[config.mk]
export PLATFORM = sky130hd
export DESIGN_NAME = regfile_wb_arbiter_flat
export DESIGN_NICKNAME = d
export VERILOG_FILES = /design/src/rtl/regfile_wb_pkg.sv /design/src/rtl/regfile_wb_arbiter_if.sv /design/src/rtl/rr_arbiter_2.sv /design/src/rtl/regfile_wb_arbiter.sv /design/src/flat_wrapper.sv
export SDC_FILE = /design/constraint.sdc
export NUM_CORES = 1
export LEC_CHECK = 0
export CORE_MARGIN = 10
export CORE_UTILIZATION = 45
export CTS_BUF_LIST = sky130_fd_sc_hd__clkbuf_8
export DETAILED_ROUTE_END_ITERATION = 8
export GPL_TIMING_DRIVEN = 1
export PLACE_DENSITY_LB_ADDON = 0.3
export RECOVER_POWER = 25
export SLEW_MARGIN = 20
export SYNTH_ARGS = -nofsm -noshare
export SYNTH_HDL_FRONTEND = slang
export SYNTH_SLANG_ARGS = --single-unit
export TNS_END_PERCENT = 100
[constraint.sdc]
create_clock -name clk -period 4.94 [get_ports clk]
set_clock_uncertainty 0.05 [all_clocks]
set_input_delay 0.988 -clock clk [delete_from_list [all_inputs] [get_ports clk]]
set_output_delay 0.988 -clock clk [all_outputs]
set_load 0.03 [all_outputs]
[src/rtl/regfile_wb_pkg.sv]
// Shared types and constants for the register-file write-back arbiter.
//
// Contents:
//   state_t      - top-level sequencing: CLEAR zeroes the file, RUN arbitrates
//   REQ_A/REQ_B  - bit positions of the requesters in request/grant vectors
package regfile_wb_pkg;

    typedef enum logic {
        CLEAR = 1'b0,
        RUN   = 1'b1
    } state_t;

    localparam int REQ_A = 0;
    localparam int REQ_B = 1;

endpackage

[src/rtl/regfile_wb_arbiter_if.sv]
// Bundle of the write-back request channels and the register_unit write port.
//
// Signals:
//   a_valid/a_ready/a_rd/a_data - requester A (execute/ALU result) handshake
//   b_valid/b_ready/b_rd/b_data - requester B (memory load result) handshake
//   ru_wr/rd/ru_data_wr         - single write port into register_unit
//   busy                        - high while the post-reset clear runs
// Modports:
//   master - the requester/register side (drives valids, observes the rest)
//   slave  - the arbiter itself
interface regfile_wb_arbiter_if #(
    parameter int amount_of_bits = 32,
    parameter int amount_of_regs = 32,
    parameter int IDX_W          = $clog2(amount_of_regs) + 1
);

    logic                      a_valid;
    logic                      a_ready;
    logic [IDX_W-1:0]          a_rd;
    logic [amount_of_bits-1:0] a_data;

    logic                      b_valid;
    logic                      b_ready;
    logic [IDX_W-1:0]          b_rd;
    logic [amount_of_bits-1:0] b_data;

    logic                      ru_wr;
    logic [IDX_W-1:0]          rd;
    logic [amount_of_bits-1:0] ru_data_wr;
    logic                      busy;

    modport master (
        output a_valid, a_rd, a_data,
        output b_valid, b_rd, b_data,
        input  a_ready, b_ready,
        input  ru_wr, rd, ru_data_wr, busy
    );

    modport slave (
        input  a_valid, a_rd, a_data,
        input  b_valid, b_rd, b_data,
        output a_ready, b_ready,
        output ru_wr, rd, ru_data_wr, busy
    );

endinterface

[src/rtl/rr_arbiter_2.sv]
// Two-way round-robin arbiter with a one-hot, combinational grant.
//
// Ports:
//   clk, rst_n - clock and asynchronous active-low reset
//   req[1:0]   - requests, indexed by REQ_A / REQ_B
//   en         - arbitration enable; no grant is issued while low
//   grant[1:0] - one-hot grant (all zero when nothing is granted)
module rr_arbiter_2
    import regfile_wb_pkg::*;
(
    input  logic       clk,
    input  logic       rst_n,
    input  logic [1:0] req,
    input  logic       en,
    output logic [1:0] grant
);

    // Pointer: 0 favours A, 1 favours B.
    logic fav_b;

    always_comb begin
        grant = '0;
        if (en) begin
            if (req[REQ_A] && req[REQ_B]) begin
                if (fav_b) grant[REQ_B] = 1'b1;
                else       grant[REQ_A] = 1'b1;
            end else begin
                grant = req;
            end
        end
    end

    // Only a contended grant moves the pointer, and it always moves to the
    // loser, so a lone requester can never starve the other one.
    always_ff @(posedge clk or negedge rst_n) begin
        if (!rst_n) begin
            fav_b <= 1'b0;
        end else if (en && req[REQ_A] && req[REQ_B]) begin
            fav_b <= ~fav_b;
        end
    end

endmodule

[src/rtl/regfile_wb_arbiter.sv]
// Owner of the register_unit write port: clears every register after reset,
// then arbitrates round-robin between the ALU (A) and load (B) write-backs.
//
// Ports:
//   clk, rst_n - clock and asynchronous active-low reset
//   bus        - regfile_wb_arbiter_if.slave: request handshakes, the
//                registered write port (ru_wr/rd/ru_data_wr) and busy
module regfile_wb_arbiter
    import regfile_wb_pkg::*;
#(
    parameter int amount_of_bits = 32,
    parameter int amount_of_regs = 32,
    parameter int IDX_W          = $clog2(amount_of_regs) + 1
) (
    input  logic                 clk,
    input  logic                 rst_n,
    regfile_wb_arbiter_if.slave  bus
);

    localparam logic [IDX_W-1:0] LAST_IDX = IDX_W'(amount_of_regs - 1);
    localparam logic [IDX_W-1:0] NUM_REGS = IDX_W'(amount_of_regs);

    state_t                    state;
    state_t                    state_next;
    logic [IDX_W-1:0]          clr_idx;
    logic                      run;
    logic [1:0]                req;
    logic [1:0]                grant;
    logic [IDX_W-1:0]          sel_rd;
    logic [amount_of_bits-1:0] sel_data;
    logic                      keep;

    assign run = (state == RUN);

    always_comb begin
        req        = '0;
        req[REQ_A] = bus.a_valid;
        req[REQ_B] = bus.b_valid;
    end

    rr_arbiter_2 u_arb (
        .clk   (clk),
        .rst_n (rst_n),
        .req   (req),
        .en    (run),
        .grant (grant)
    );

    assign bus.a_ready = grant[REQ_A];
    assign bus.b_ready = grant[REQ_B];

    // busy drops on the same edge that registers the last clear write,
    // because that edge is also the one that enters RUN.
    assign bus.busy    = !run;

    always_ff @(posedge clk or negedge rst_n) begin
        if (!rst_n) state <= CLEAR;
        else        state <= state_next;
    end

    always_comb begin
        state_next = state;
        case (state)
            CLEAR:   if (clr_idx == LAST_IDX) state_next = RUN;
            RUN:     state_next = RUN;
            default: state_next = CLEAR;
        endcase
    end

    always_ff @(posedge clk or negedge rst_n) begin
        if (!rst_n) begin
            clr_idx <= '0;
        end else if (state == CLEAR) begin
            clr_idx <= (clr_idx == LAST_IDX) ? '0 : clr_idx + IDX_W'(1);
        end
    end

    // Register 0 and out-of-range indices complete the handshake but are
    // dropped here, which also keeps the rd MSB clear on every real write.
    always_comb begin
        sel_rd   = grant[REQ_B] ? bus.b_rd   : bus.a_rd;
        sel_data = grant[REQ_B] ? bus.b_data : bus.a_data;
        keep     = (|grant) && (sel_rd != '0) && (sel_rd < NUM_REGS);
    end

    // Single registered output stage; rd/data hold when nothing is written.
    always_ff @(posedge clk or negedge rst_n) begin
        if (!rst_n) begin
            bus.ru_wr      <= 1'b0;
            bus.rd         <= '0;
            bus.ru_data_wr <= '0;
        end else if (!run) begin
            bus.ru_wr      <= 1'b1;
            bus.rd         <= clr_idx;
            bus.ru_data_wr <= '0;
        end else begin
            bus.ru_wr <= keep;
            if (keep) begin
                bus.rd         <= sel_rd;
                bus.ru_data_wr <= sel_data;
            end
        end
    end

endmodule

[src/flat_wrapper.sv]
// flat-port wrapper written by rule: the top's interface ports become plain ports
module regfile_wb_arbiter_flat import regfile_wb_pkg::*;
#(
    parameter int amount_of_bits = 32,
    parameter int amount_of_regs = 32,
    parameter int IDX_W          = $clog2(amount_of_regs) + 1
)
  (clk, rst_n, bus_a_valid, bus_a_rd, bus_a_data, bus_b_valid, bus_b_rd, bus_b_data, bus_a_ready, bus_b_ready, bus_ru_wr, bus_rd, bus_ru_data_wr, bus_busy);
  regfile_wb_arbiter_if #(.amount_of_bits(amount_of_bits), .amount_of_regs(amount_of_regs), .IDX_W(IDX_W)) bus_i ();
  input  logic clk;
  input  logic rst_n;
  input wire logic [$bits(bus_i.a_valid)-1:0] bus_a_valid;
  input wire logic [$bits(bus_i.a_rd)-1:0] bus_a_rd;
  input wire logic [$bits(bus_i.a_data)-1:0] bus_a_data;
  input wire logic [$bits(bus_i.b_valid)-1:0] bus_b_valid;
  input wire logic [$bits(bus_i.b_rd)-1:0] bus_b_rd;
  input wire logic [$bits(bus_i.b_data)-1:0] bus_b_data;
  output wire logic [$bits(bus_i.a_ready)-1:0] bus_a_ready;
  output wire logic [$bits(bus_i.b_ready)-1:0] bus_b_ready;
  output wire logic [$bits(bus_i.ru_wr)-1:0] bus_ru_wr;
  output wire logic [$bits(bus_i.rd)-1:0] bus_rd;
  output wire logic [$bits(bus_i.ru_data_wr)-1:0] bus_ru_data_wr;
  output wire logic [$bits(bus_i.busy)-1:0] bus_busy;
  assign bus_i.a_valid = bus_a_valid;
  assign bus_i.a_rd = bus_a_rd;
  assign bus_i.a_data = bus_a_data;
  assign bus_i.b_valid = bus_b_valid;
  assign bus_i.b_rd = bus_b_rd;
  assign bus_i.b_data = bus_b_data;
  assign bus_a_ready = bus_i.a_ready;
  assign bus_b_ready = bus_i.b_ready;
  assign bus_ru_wr = bus_i.ru_wr;
  assign bus_rd = bus_i.rd;
  assign bus_ru_data_wr = bus_i.ru_data_wr;
  assign bus_busy = bus_i.busy;
  regfile_wb_arbiter #(.amount_of_bits(amount_of_bits), .amount_of_regs(amount_of_regs), .IDX_W(IDX_W)) u_core (.clk(clk), .rst_n(rst_n), .bus(bus_i));
endmodule
==> summary.md, run 1 <==
| Metric | Value |
|---|---|
| Status | `finished, violations left` |
| Failing checks | `capacitance limit, slew limit` |
| Fmax | `0.272 GHz` |
| CTS max path bufs | `2` |
| CTS root buf | `clkbuf_8` |
| Number of remaining DRC errors | `0` |
| Share of cells above drive strength 1 | `0.111` |
| Ranking of synthesized cells by area | `dfrtp_1, a221o_1, mux2i_1` |
| Hold_buf cts | `0` |
| Syn Nets | `303` |
| Sum Neg Setup Slack | `0 ns` |
| Biggest cell delay along the critical path | `0.72 ns` |
| Pwr/cell area | `478 mW/mm2` |
| Final Max Tran Viols | `48` |
| Synth area leader | `dfrtp_1` |
| Worst r2r path cells | `4` |
| Die H | `94.4 um` |
| Minimum clock period | `3.68 ns` |
| Sequential fraction of the synthesis area | `0.473` |
| # IOs | `122` |
| Final wirelength | `7140 um` |
| Synthesized cell area | `0.00249 mm2` |
| TritonCTS clock tree | `done` |
| Most used DFF post-synth | `dfrtp_1` |
| H-tree depth | `2` |
| Pleak | `1.59 nW` |
| Initial Util | `0.458` |
| Max capacitance violation total | `1` |
| DIE AREA | `0.00890 mm2` |
| Vias | `2182` |
| Fin nets | `421` |
| Commonest non-fill, non-tap cell in the layout | `clkdlybuf4s50_1` |
| Cell mode on critical path | `clkdlybuf4s50_1` |
| Ys async rst share | `1.00` |
| Total global routing overflow | `0` |
| Vias per inst | `5.28` |
| Yosys reg bits | `47` |
| Unique masters post-synth | `51` |
| RSZ-0062 raised after global routing | `false` |
| Util after Layout | `0.709` |
| Number of global-route vias before repair | `2317` |
| Tightest Hold Check Type | `reg2reg` |
| Hold wc startpoint | `u_core.u_arb.fav_b$_DFFE_PN0P_` |
| Layout area overhead | `54.9%` |
| Most frequent cells in the layout | `clkdlybuf4s50_1, dfrtp_1, nor2_1` |
| Latest clock arrival within the worst-skew pair | `0.30 ns` |
| Critical path class | `in2out` |
| PortBufs | `121` |
| Post-CTS sizing | `0` |
| R2r setup slk | `2.54 ns` |
| Final Hold Vio Count | `0` |
| Core ar. | `0.00544 mm2` |
| Least-Margin Pin Slew | `2.42 ns` |
| Critical Path Source Type | `input port` |
| Post-CTS setup buffer count | `0` |
| Post-synth EDFFs | `0` |
| Worst R2R Start | `u_core.run$_DFF_PN0_` |
| Critical path required time | `3.90 ns` |
| Final HPWL DP | `5580 um` |
| Worst Hold End | `u_core.u_arb.fav_b$_DFFE_PN0P_` |
| Iter 0 DRT Violations | `103` |
| Post-synthesis cell count | `222` |
| Proportion of netlist area held by the largest area contributor | `0.473` |
| Antenna cells | `0` |
| # setup viols final | `0` |
| GRT Total Usage | `0.161` |
| # clock sinks | `47` |
| CP max stage cell | `clkdlybuf4s50_1` |
| Yosys warns | `0` |
| Die Wd | `94.4 um` |
| Hold Path Depth | `1` |
| Wire per inst | `17.3 um` |
| Site Rows | `27` |
| Max IR drop VDD | `0.284 mV` |
| Mapped Avg Cell Area | `11.2 um2` |
| CP Max Fanout | `6` |
| Slew margin rel. | `-0.615` |
| Largest net degree at the start of global routing | `48` |
| Clock buffer count from CTS | `5` |
| R2r endpoint | `u_core.bus.ru_data_wr[4]$_DFFE_PN0P_` |
| Antenna violations before repair | `0` |
| Fill cells | `424` |
| Critical-path cell list | `clkdlybuf4s50_1 > nand2_1 > nor2_4 > clkdlybuf4s50_1` |
| Worst Setup End Kind | `primary output` |
| Power, Total | `1.84 mW` |
| Fin crit share | `0.745` |
| Critical path arrival | `2.64 ns` |
| Antenna-violating nets left | `0` |
| First-pass GRT wire length | `11400 um` |
| Clk slew on worst S/H paths | `0.08 ns` |
| GP Congestion | `0.842` |
| Detailed Routing Iterations Pass 1 | `4` |
worst max-delay path, delay by kind of cell:
| kind | cells | cell delay [ns] |
|---|---|---|
| buf+inv | 2 | 1.28 |
| simple gates | 2 | 0.36 |
worst max path at each step:
stage	startpoint	endpoint	slack, ns	cells after the start
6_report	bus_b_valid	bus_b_ready	1.26	4
3_3_place_gp	bus_b_valid	bus_b_ready	1.27	4
4_1_cts	bus_b_valid	bus_b_ready	1.26	4
3_5_place_dp	bus_b_valid	bus_b_ready	1.26	4
5_1_grt	bus_b_valid	bus_b_ready	1.19	4
2_1_floorplan	bus_a_valid	bus_b_ready	2.14	4
power breakdown:
| group | internal, mW | switching [mW] | total (mW) | leakage, nW |
|---|---|---|---|---|
| clock | 0.166 | 0.131 | 0.297 | 0.0618 |
| combinational | 0.438 | 0.509 | 0.947 | 0.965 |
| sequential | 0.520 | 0.0780 | 0.598 | 0.567 |
| total | 1.12 | 0.718 | 1.84 | 1.59 |
routing by layer:
| metal | wire [um] | global-route usage | vias up | share of wire |
|---|---|---|---|---|
| met5 | 0 | 0 | - | 0 |
| met4 | 95 | 0.0418 | 0 | 0.013 |
| met3 | 999 | 0.0920 | 7 | 0.14 |
| met2 | 3100 | 0.241 | 100 | 0.43 |
| met1 | 2950 | 0.194 | 1018 | 0.41 |
| li1 | - | - | 1057 | - |
final cells by class:
| cell class | count | area, um2 | share of cell area |
|---|---|---|---|
| repair buffers | 124 | 1230 | 0.318 |
| multi-input cells | 158 | 1220 | 0.318 |
| flip-flops and latches | 47 | 1180 | 0.305 |
| well taps | 72 | 90.1 | 0.0234 |
| clock buffers | 6 | 82.6 | 0.0214 |
| clock inverters | 2 | 38.8 | 0.0101 |
| inverters | 4 | 15.0 | 0.00389 |
cell families (layout without fill, tap and decap cells):
kind of cell,Yosys count,count (layout),share of synthesized area
and+or+nand+nor,76,76,0.176
AOI/OAI and AO/OA,56,56,0.207
DFF,47,47,0.473
muxes,22,22,0.0910
buffers and inverters,17,136,0.0382
xor gates and xnor gates,3,3,0.0106
adders and majority gates,1,1,0.00503
synth_stat cells (all sizes together) (2+ instances only):
cell type and count:
and2b 2, and2 19, or3 3, a31oi 3, clkbuf 3, mux2 5, o21ai 7, buf 10
a211oi 15, xnor2 3, nor3 3, nand3 4, mux2i 17, inv 4, nand2 9, a21oi 4
nand2b 3, nor4 2, nor2 24, and3 2, a221o 19, dfrtp 47
sequential cells by signal, indices dropped and copies added, names as in the netlist:
name and cells:
u_core.u_arb.fav_b 1, u_core.run 1, u_core.bus.rd 6, u_core.bus.ru_wr 1, u_core.clr_idx 6, u_core.bus.ru_data_wr 32
per-stage QoR:
step	cells	setup slack, ns	instance area, um2	hold WS [ns]
final	413	1.26	3850	0.461
after global routing	413	1.19	3850	0.479
after CTS	413	1.26	3860	0.464
after detailed placement	405	1.26	3730	0.449
after global placement	405	1.27	3730	0.446
after floorplan	222	2.14	2490	0.423
Note: power is estimated with default switching activity, not from simulation.
==> run 2, diff against run 1 <==
--- a/config.mk
+++ b/config.mk
@@ -6,7 +6,7 @@
 export NUM_CORES = 1
 export LEC_CHECK = 0
 export CORE_MARGIN = 10
-export CORE_UTILIZATION = 45
+export CORE_UTILIZATION = 38
 export CTS_BUF_LIST = sky130_fd_sc_hd__clkbuf_8
 export DETAILED_ROUTE_END_ITERATION = 8
 export GPL_TIMING_DRIVEN = 1
==> constraint.sdc (replaced) <==
create_clock -name clk -period 3 [get_ports clk]
set_clock_uncertainty 0.05 [all_clocks]
set_input_delay 0.6 -clock clk [delete_from_list [all_inputs] [get_ports clk]]
set_output_delay 0.6 -clock clk [all_outputs]
set_load 0.03 [all_outputs]
==> run 2 against run 1 <==
Compared with the run above:
- the run still ends with capacitance limit, slew limit left
- wire length is 0.63% higher
- largest cell class unchanged
- global-route usage is 2.1 points lower
- sequential cell count stayed put
- hold slack better by 0.0040 ns
- sequential share of layout area is 0.21 points lower
- via count is 1.3% higher
- combinational power is 65% higher
- register-to-register slack worse by 1.6 ns
- count of clock-buffer cells in the layout stayed put
- critical path type unchanged
- utilization is 9.8 points lower
==> summary.md, run 2 (same netlist as run 1, synthesis figures left out) <==
| Metric | Value |
|---|---|
| Seq pwr share | `0.325 (about the same)` |
| Failing checks | `capacitance limit, slew limit` |
| Switching share of power | `0.388 (-0.00223)` |
| CP Max Fanout | `6 (unchanged)` |
| Pleak | `1.61 nW (+1.0%)` |
| TritonCTS clock tree | `done` |
| Layout area overhead | `56.0%` |
| Fin crit share | `0.908` |
| Biggest regs | `u_core.bus.ru_data_wr (32), u_core.bus.rd (6), u_core.clr_idx (6)` |
| Worst setup margin | `0.276 ns (-0.985 ns)` |
| # IOs | `122 (unchanged)` |
| Hold_buf cts | `0 (unchanged)` |
| Hold Path Depth | `1 (unchanged)` |
| Site Rows | `29 (+7.4%)` |
| Clock network fraction of total power | `0.158 (-0.003)` |
| # setup viols final | `0 (unchanged)` |
| Logic pwr share | `0.517 (+0.003)` |
| Critical path required time | `2.35 ns (-1.55 ns)` |
| Critical path class | `in2out` |
| Clock buffer count from CTS | `5 (unchanged)` |
| Final Hold Vio Count | `0 (unchanged)` |
| Fmax | `0.367 GHz` |
| Critical-path cell list | `clkdlybuf4s50_1 > nand2_1 > and3_1 > clkdlybuf4s50_1` |
| Max FFs per register | `32 (unchanged)` |
| Tightest Hold Check Type | `reg2reg` |
| Largest net degree at the start of global routing | `32 (-33%)` |
| Cell mode on critical path | `clkdlybuf4s50_1` |
| Final HPWL DP | `5850 um (+4.9%)` |
| Final Max Tran Viols | `32 (-33%)` |
| GRT Total Usage | `0.140 (-0.0209)` |
| Number of remaining DRC errors | `0 (unchanged)` |
| R2r setup slk | `0.90 ns (-1.64 ns)` |
| Worst slack at placement | `0.263 ns (-0.996 ns)` |
| Vias per inst | `5.24 (-0.83%)` |
| Fin nets | `425 (+0.95%)` |
| CTS root buf | `clkbuf_8` |
| Critical Path Source Type | `input port` |
| Internal | `1.85 mW (+64%)` |
| Worst Hold End | `u_core.bus.ru_data_wr[29]$_DFFE_PN0P_` |
| Vias | `2211 (+1.3%)` |
| Post-CTS sizing | `0 (unchanged)` |
| Critical path arrival | `2.07 ns (-0.57 ns)` |
| Most flops, register | `u_core.bus.ru_data_wr` |
| P_sw | `1.17 mW (+63%)` |
| Antenna-violating nets left | `0 (unchanged)` |
| Clk slew on worst S/H paths | `0.09 ns (about the same)` |
| Commonest non-fill, non-tap cell in the layout | `clkdlybuf4s50_1` |
| Final wirelength | `7180 um (+0.63%)` |
| Post-CTS setup buffer count | `0 (unchanged)` |
| Status | `finished, violations left` |
| First-pass GRT wire length | `11600 um (+1.6%)` |
| Antenna violations before repair | `0 (unchanged)` |
| Share of cells above drive strength 1 | `0.122 (+0.0103)` |
| RSZ-0062 raised after global routing | `false` |
| R2r endpoint | `u_core.bus.ru_data_wr[8]$_DFFE_PN0P_` |
| Total global routing overflow | `0 (unchanged)` |
| Core ar. | `0.00635 mm2 (+17%)` |
| Least-Margin Pin Slew | `1.63 ns (-0.789 ns)` |
| Wire per inst | `17.0 um (-1.5%)` |
| H-tree depth | `2 (unchanged)` |
| Detailed Routing Iterations Pass 1 | `4 (unchanged)` |
| Die Wd | `101 um (+7.0%)` |
| Hold wc startpoint | `u_core.bus.ru_data_wr[29]$_DFFE_PN0P_` |
| Minimum clock period | `2.72 ns` |
| Max capacitance violation total | `1 (unchanged)` |
| Max IR drop VDD | `0.485 mV (+71%)` |
| GP Congestion | `0.812 (-3.6%)` |
| Worst r2r path cells | `6 (+2)` |
| Worst hold margin | `0.465 ns (+0.00402 ns)` |
| Slew margin rel. | `-0.0895 (+0.526)` |
| Antenna cells | `0 (unchanged)` |
| Worst R2R Start | `u_core.run$_DFF_PN0_` |
| Latest clock arrival within the worst-skew pair | `0.30 ns (about the same)` |
| CTS max path bufs | `2 (unchanged)` |
| Number of global-route vias before repair | `2353 (+1.6%)` |
| Most frequent cells in the layout | `clkdlybuf4s50_1, dfrtp_1, nor2_1` |
| PortBufs | `121 (unchanged)` |
| Power, Total | `3.02 mW (+64%)` |
| Die H | `101 um (+7.0%)` |
| Worst Setup End Kind | `primary output` |
| Pwr/cell area | `777 mW/mm2 (+63%)` |
| CP max stage cell | `clkdlybuf4s50_1` |
| Iter 0 DRT Violations | `67 (-35%)` |
| DIE AREA | `0.0102 mm2 (+14%)` |
| Initial Util | `0.392 (-0.0656)` |
| Biggest cell delay along the critical path | `0.67 ns (-0.05 ns)` |
| Sum Neg Setup Slack | `0 ns (unchanged)` |
| # clock sinks | `47 (unchanged)` |
[run 2: worst max path at each step]
stage	start	endpoint	slack, ns	cells after the start
final	bus_b_valid	bus_a_ready	0.28	4
after global routing	bus_b_valid	bus_a_ready	0.19	4
after CTS	bus_b_valid	bus_a_ready	0.26	4
after detailed placement	bus_b_valid	bus_a_ready	0.26	4
after global placement	bus_b_valid	bus_a_ready	0.29	4
after floorplan	bus_a_valid	bus_b_ready	0.98	4
[run 2: layout make-up]
class                      instances  area (um2)
inverter                           4        15.0
tap                               77        96.3
sequential                        47        1180
clock inverter                     2        35.0
multi-input combinational        158        1220
timing repair buffer             128        1250
fill                             569        2470
clock buffer                       6        82.6
[run 2: worst max-delay path, delay by kind of cell]
family / cells / cell delay, ns
and+or+nand+nor: 2 / 0.31
buffers and inverters: 2 / 1.16
[run 2: metrics by stage]
step	cells	utilization	cell area [um2]
2_1_floorplan	222	-	2490
5_1_grt	422	0.611	3880
4_1_cts	422	0.612	3890
3_3_place_gp	414	0.593	3770
3_5_place_dp	414	0.593	3770
6_report	422	0.611	3880
[run 2: power groups by stage]
| stage | Combinational, mW | Clock, mW | Sequential, mW |
|---|---|---|---|
| 2_1_floorplan | 0.457 | 0 | 1.42 |
| 3_3_place_gp | 1.56 | 0 | 0.985 |
| 3_5_place_dp | 1.58 | 0 | 0.987 |
| 4_1_cts | 1.58 | 0.493 | 0.982 |
| 5_1_grt | 1.67 | 0.519 | 1.01 |
| 6_report | 1.56 | 0.477 | 0.978 |
[run 2: metal layers]
layer,vias up,share of wire,track usage
met5,-,0,0
met4,0,0.0095,0.0397
met3,4,0.13,0.0823
met2,115,0.41,0.208
met1,1021,0.45,0.166
li1,1071,-,-
==> run 3, diff against run 2 <==
--- a/config.mk
+++ b/config.mk
@@ -5,8 +5,9 @@
 export SDC_FILE = /design/constraint.sdc
 export NUM_CORES = 1
 export LEC_CHECK = 0
+export ABC_AREA = 1
 export CORE_MARGIN = 10
-export CORE_UTILIZATION = 38
+export CORE_UTILIZATION = 39
 export CTS_BUF_LIST = sky130_fd_sc_hd__clkbuf_8
 export DETAILED_ROUTE_END_ITERATION = 8
 export GPL_TIMING_DRIVEN = 1
==> run 3 against run 2 <==
Compared with the run above:
- count of clock-buffer cells in the layout stayed put
- the flow still finishes with violations (capacitance limit, slew limit)
- global-route usage grew 1.4 points
- non-clock buffer count up 3
- largest power group unchanged
- critical path depth is the same
- sequential share of layout area down 0.69 points
==> summary.md, run 3 <==
| Metric | Value |
|---|---|
| H-tree depth | `2 (unchanged)` |
| Syn Nets | `442 (+46%)` |
| Layout area overhead | `51.1%` |
| Post-CTS sizing | `0 (unchanged)` |
| Latest clock arrival within the worst-skew pair | `0.30 ns (about the same)` |
| Site Rows | `29 (unchanged)` |
| Commonest non-fill, non-tap cell in the layout | `nand2_1` |
| Critical-path cell list | `clkdlybuf4s50_1 > inv_1 > a211oi_1 > clkdlybuf4s50_1` |
| Max FFs per register | `32 (unchanged)` |
| Util after Layout | `0.616 (+0.00442)` |
| Total global routing overflow | `0 (unchanged)` |
| Core ar. | `0.00646 mm2 (+1.7%)` |
| Largest net degree at the start of global routing | `44 (+38%)` |
| Yosys warns | `0 (unchanged)` |
| Biggest cell delay along the critical path | `0.71 ns (+0.04 ns)` |
| Post-CTS setup buffer count | `0 (unchanged)` |
| Final Max Tran Viols | `30 (-6.3%)` |
| Critical path class | `in2out` |
| Vias | `2703 (+22%)` |
| Cell mode on critical path | `clkdlybuf4s50_1` |
| Antenna cells | `0 (unchanged)` |
| Final Hold Vio Count | `0 (unchanged)` |
| Synth top cells by count | `nand2_1, nand3_1, dfrtp_1, inv_1, nand3_2` |
| Iter 0 DRT Violations | `71 (+6.0%)` |
| Sum Neg Setup Slack | `0 ns (unchanged)` |
| Global-route met3 utilization | `0.0648 (-0.0175)` |
| Critical path required time | `2.35 ns (about the same)` |
| DIE AREA | `0.0104 mm2 (+2.4%)` |
| GRT Total Usage | `0.153 (+0.0137)` |
| RSZ-0062 raised after global routing | `false` |
| Synth area leader | `dfrtp_1` |
| Worst Setup End Kind | `primary output` |
| CTS root buf | `clkbuf_8` |
| CP Max Fanout | `4 (-2)` |
| PortBufs | `121 (unchanged)` |
| Failing checks | `capacitance limit, slew limit` |
| Wire per inst | `14.5 um (-15%)` |
| Mapped Avg Cell Area | `7.29 um2 (-35%)` |
| First-pass GRT wire length | `12900 um (+11%)` |
| Final wirelength | `8040 um (+12%)` |
| Final Cell Area | `0.00398 mm2 (+2.5%)` |
| Worst path bufs/invs | `3 (+1)` |
| Layout Cells excl Fill | `554 (+31%)` |
| Post-synthesis cell count | `361 (+63%)` |
| Antenna violations before repair | `0 (unchanged)` |
| Grt met1 use | `0.178 (+0.0119)` |
| # IOs | `122 (unchanged)` |
| Ys async rst share | `1.00 (unchanged)` |
| Cell with the most instances after synthesis | `nand2_1` |
| Slew margin rel. | `-0.0316 (+0.0579)` |
| Clk slew on worst S/H paths | `0.08 ns (about the same)` |
| Die Wd | `102 um (+1.2%)` |
| Cell family with most CP delay | `buffers and inverters` |
| Proportion of netlist area held by the largest area contributor | `0.447 (-0.0256)` |
| Synthesized cell area | `0.00263 mm2 (+5.7%)` |
| Clock buffer count from CTS | `5 (unchanged)` |
| Critical Path Source Type | `input port` |
| Detailed Routing Iterations Pass 1 | `4 (unchanged)` |
| Vias per inst | `4.88 (-6.9%)` |
| Cells after DPL | `546 (+32%)` |
| Fin crit share | `0.919 (+0.0112)` |
| Worst setup margin | `0.242 ns (-0.0335 ns)` |
| Max capacitance violation total | `1 (unchanged)` |
| Final HPWL DP | `6270 um (+7.2%)` |
| Sequential fraction of the synthesis area | `0.447 (-0.0256)` |
| # clock sinks | `47 (unchanged)` |
| TritonCTS clock tree | `done` |
| Critical path arrival | `2.11 ns (+0.04 ns)` |
| Status | `finished, violations left` |
| Unique masters post-synth | `29 (-43%)` |
| Biggest regs | `u_core.bus.ru_data_wr (32), u_core.bus.rd (6), u_core.clr_idx (6)` |
| Most frequent cells in the layout | `nand2_1, clkdlybuf4s50_1, nand3_1` |
| CP max stage cell | `clkdlybuf4s50_1` |
| Number of global-route vias before repair | `2659 (+13%)` |
| Minimum clock period | `2.76 ns (+0.0335 ns)` |
| Post-DP Area | `0.00389 mm2 (+3.2%)` |
| Pwr/cell area | `645 mW/mm2 (-17%)` |
| M2 GR Usage | `0.252 (+0.0435)` |
| Antenna-violating nets left | `0 (unchanged)` |
| Share of cells above drive strength 1 | `0.0776 (-0.0442)` |
| CTS max path bufs | `2 (unchanged)` |
| # setup viols final | `0 (unchanged)` |
| Post-synth EDFFs | `0 (unchanged)` |
| Fin nets | `557 (+31%)` |
| Tightest Hold Check Type | `reg2reg` |
| Most used DFF post-synth | `dfrtp_1` |
| Gr busiest metal | `met2` |
| Most flops, register | `u_core.bus.ru_data_wr` |
| Hold_buf cts | `0 (unchanged)` |
| Number of remaining DRC errors | `0 (unchanged)` |
| Least-Margin Pin Slew | `1.55 ns (-0.0868 ns)` |
| R2r setup slk | `1.00 ns (+0.10 ns)` |
| Max IR drop VDD | `0.301 mV (-38%)` |
| Ranking of synthesized cells by area | `dfrtp_1, nand2_1, nand3_1` |
| Die H | `102 um (+1.2%)` |
| Fmax | `0.363 GHz (-1.2%)` |
| Pleak | `1.99 nW (+24%)` |
| Yosys reg bits | `47 (unchanged)` |
| GP Congestion | `0.851 (+4.8%)` |
| Initial Util | `0.407 (+0.0155)` |
| Worst slack at placement | `0.238 ns (-0.0248 ns)` |
==> run 3: changes by cell type after synthesis, sizes merged, moves of 4 or more <==
cell and change:
nand3 +74, nor2 -20, a211oi -14, buf +4
and2 -18, clkbuf +6, mux2 -5, nand2 +155
mux2i -17, inv +14, a221o -19
==> run 3: power breakdown <==
part           leakage (nW)  internal, mW  switching, mW
logic                  1.35         0.539          0.737
registers             0.587         0.799         0.0982
clock network        0.0524         0.183          0.208
total                  1.99          1.52           1.04
==> run 3: final cells by class <==
cell class,instances,area [um2]
fill,605,2480
sequential,47,1180
tap,77,96.3
timing repair buffer,131,1270
multi-input combinational,272,1270
clock inverter,2,8.76
clock buffer,6,82.6
inverter,19,71.3
==> run 3: path summary, 6_finish.rpt <==
path,start,endpoint,depth (start not counted)
max,bus_a_valid,bus_a_ready,4
min,u_core.clr_idx[5]$_DFFE_PN0N_,u_core.bus.rd[5]$_DFFE_PN0P_,2
max reg2reg,u_core.run$_DFF_PN0_,u_core.bus.ru_data_wr[12]$_DFFE_PN0P_,10
min reg2reg,u_core.clr_idx[5]$_DFFE_PN0N_,u_core.bus.rd[5]$_DFFE_PN0P_,2
max in group asynchronous,rst_n,u_core.clr_idx[2]$_DFFE_PN0N_,2
min in group asynchronous,rst_n,u_core.bus.ru_data_wr[19]$_DFFE_PN0P_,1
==> run 3: logic make-up after synthesis <==
family | after synthesis | synth area share
simple gates | 255 | 0.435
flops | 47 | 0.447
compound gates | 14 | 0.0323
xor+xnor | 2 | 0.00666
buf+inv | 42 | 0.0747
fa+ha+maj | 1 | 0.00475
==> run 3: through the flow <==
step	total power [mW]	hold WS [ns]
floorplan	1.63	0.254
finish	2.56	0.454
global placement	2.18	0.427
global route	2.73	0.475
detailed placement	2.20	0.438
CTS	2.60	0.277
==> run 3: per-layer routing <==
layer	up-vias	part of all wire
li1	1383	-
met1	1215	0.42
met2	100	0.47
met3	5	0.097
met4	0	0.012
met5	-	0
==> run 3: tightest hold or removal path, stage by stage (launching register included) <==
cell and delay (ns):
dfrtp_1 0.36, nand2_1 0.06, nand2_1 0.05
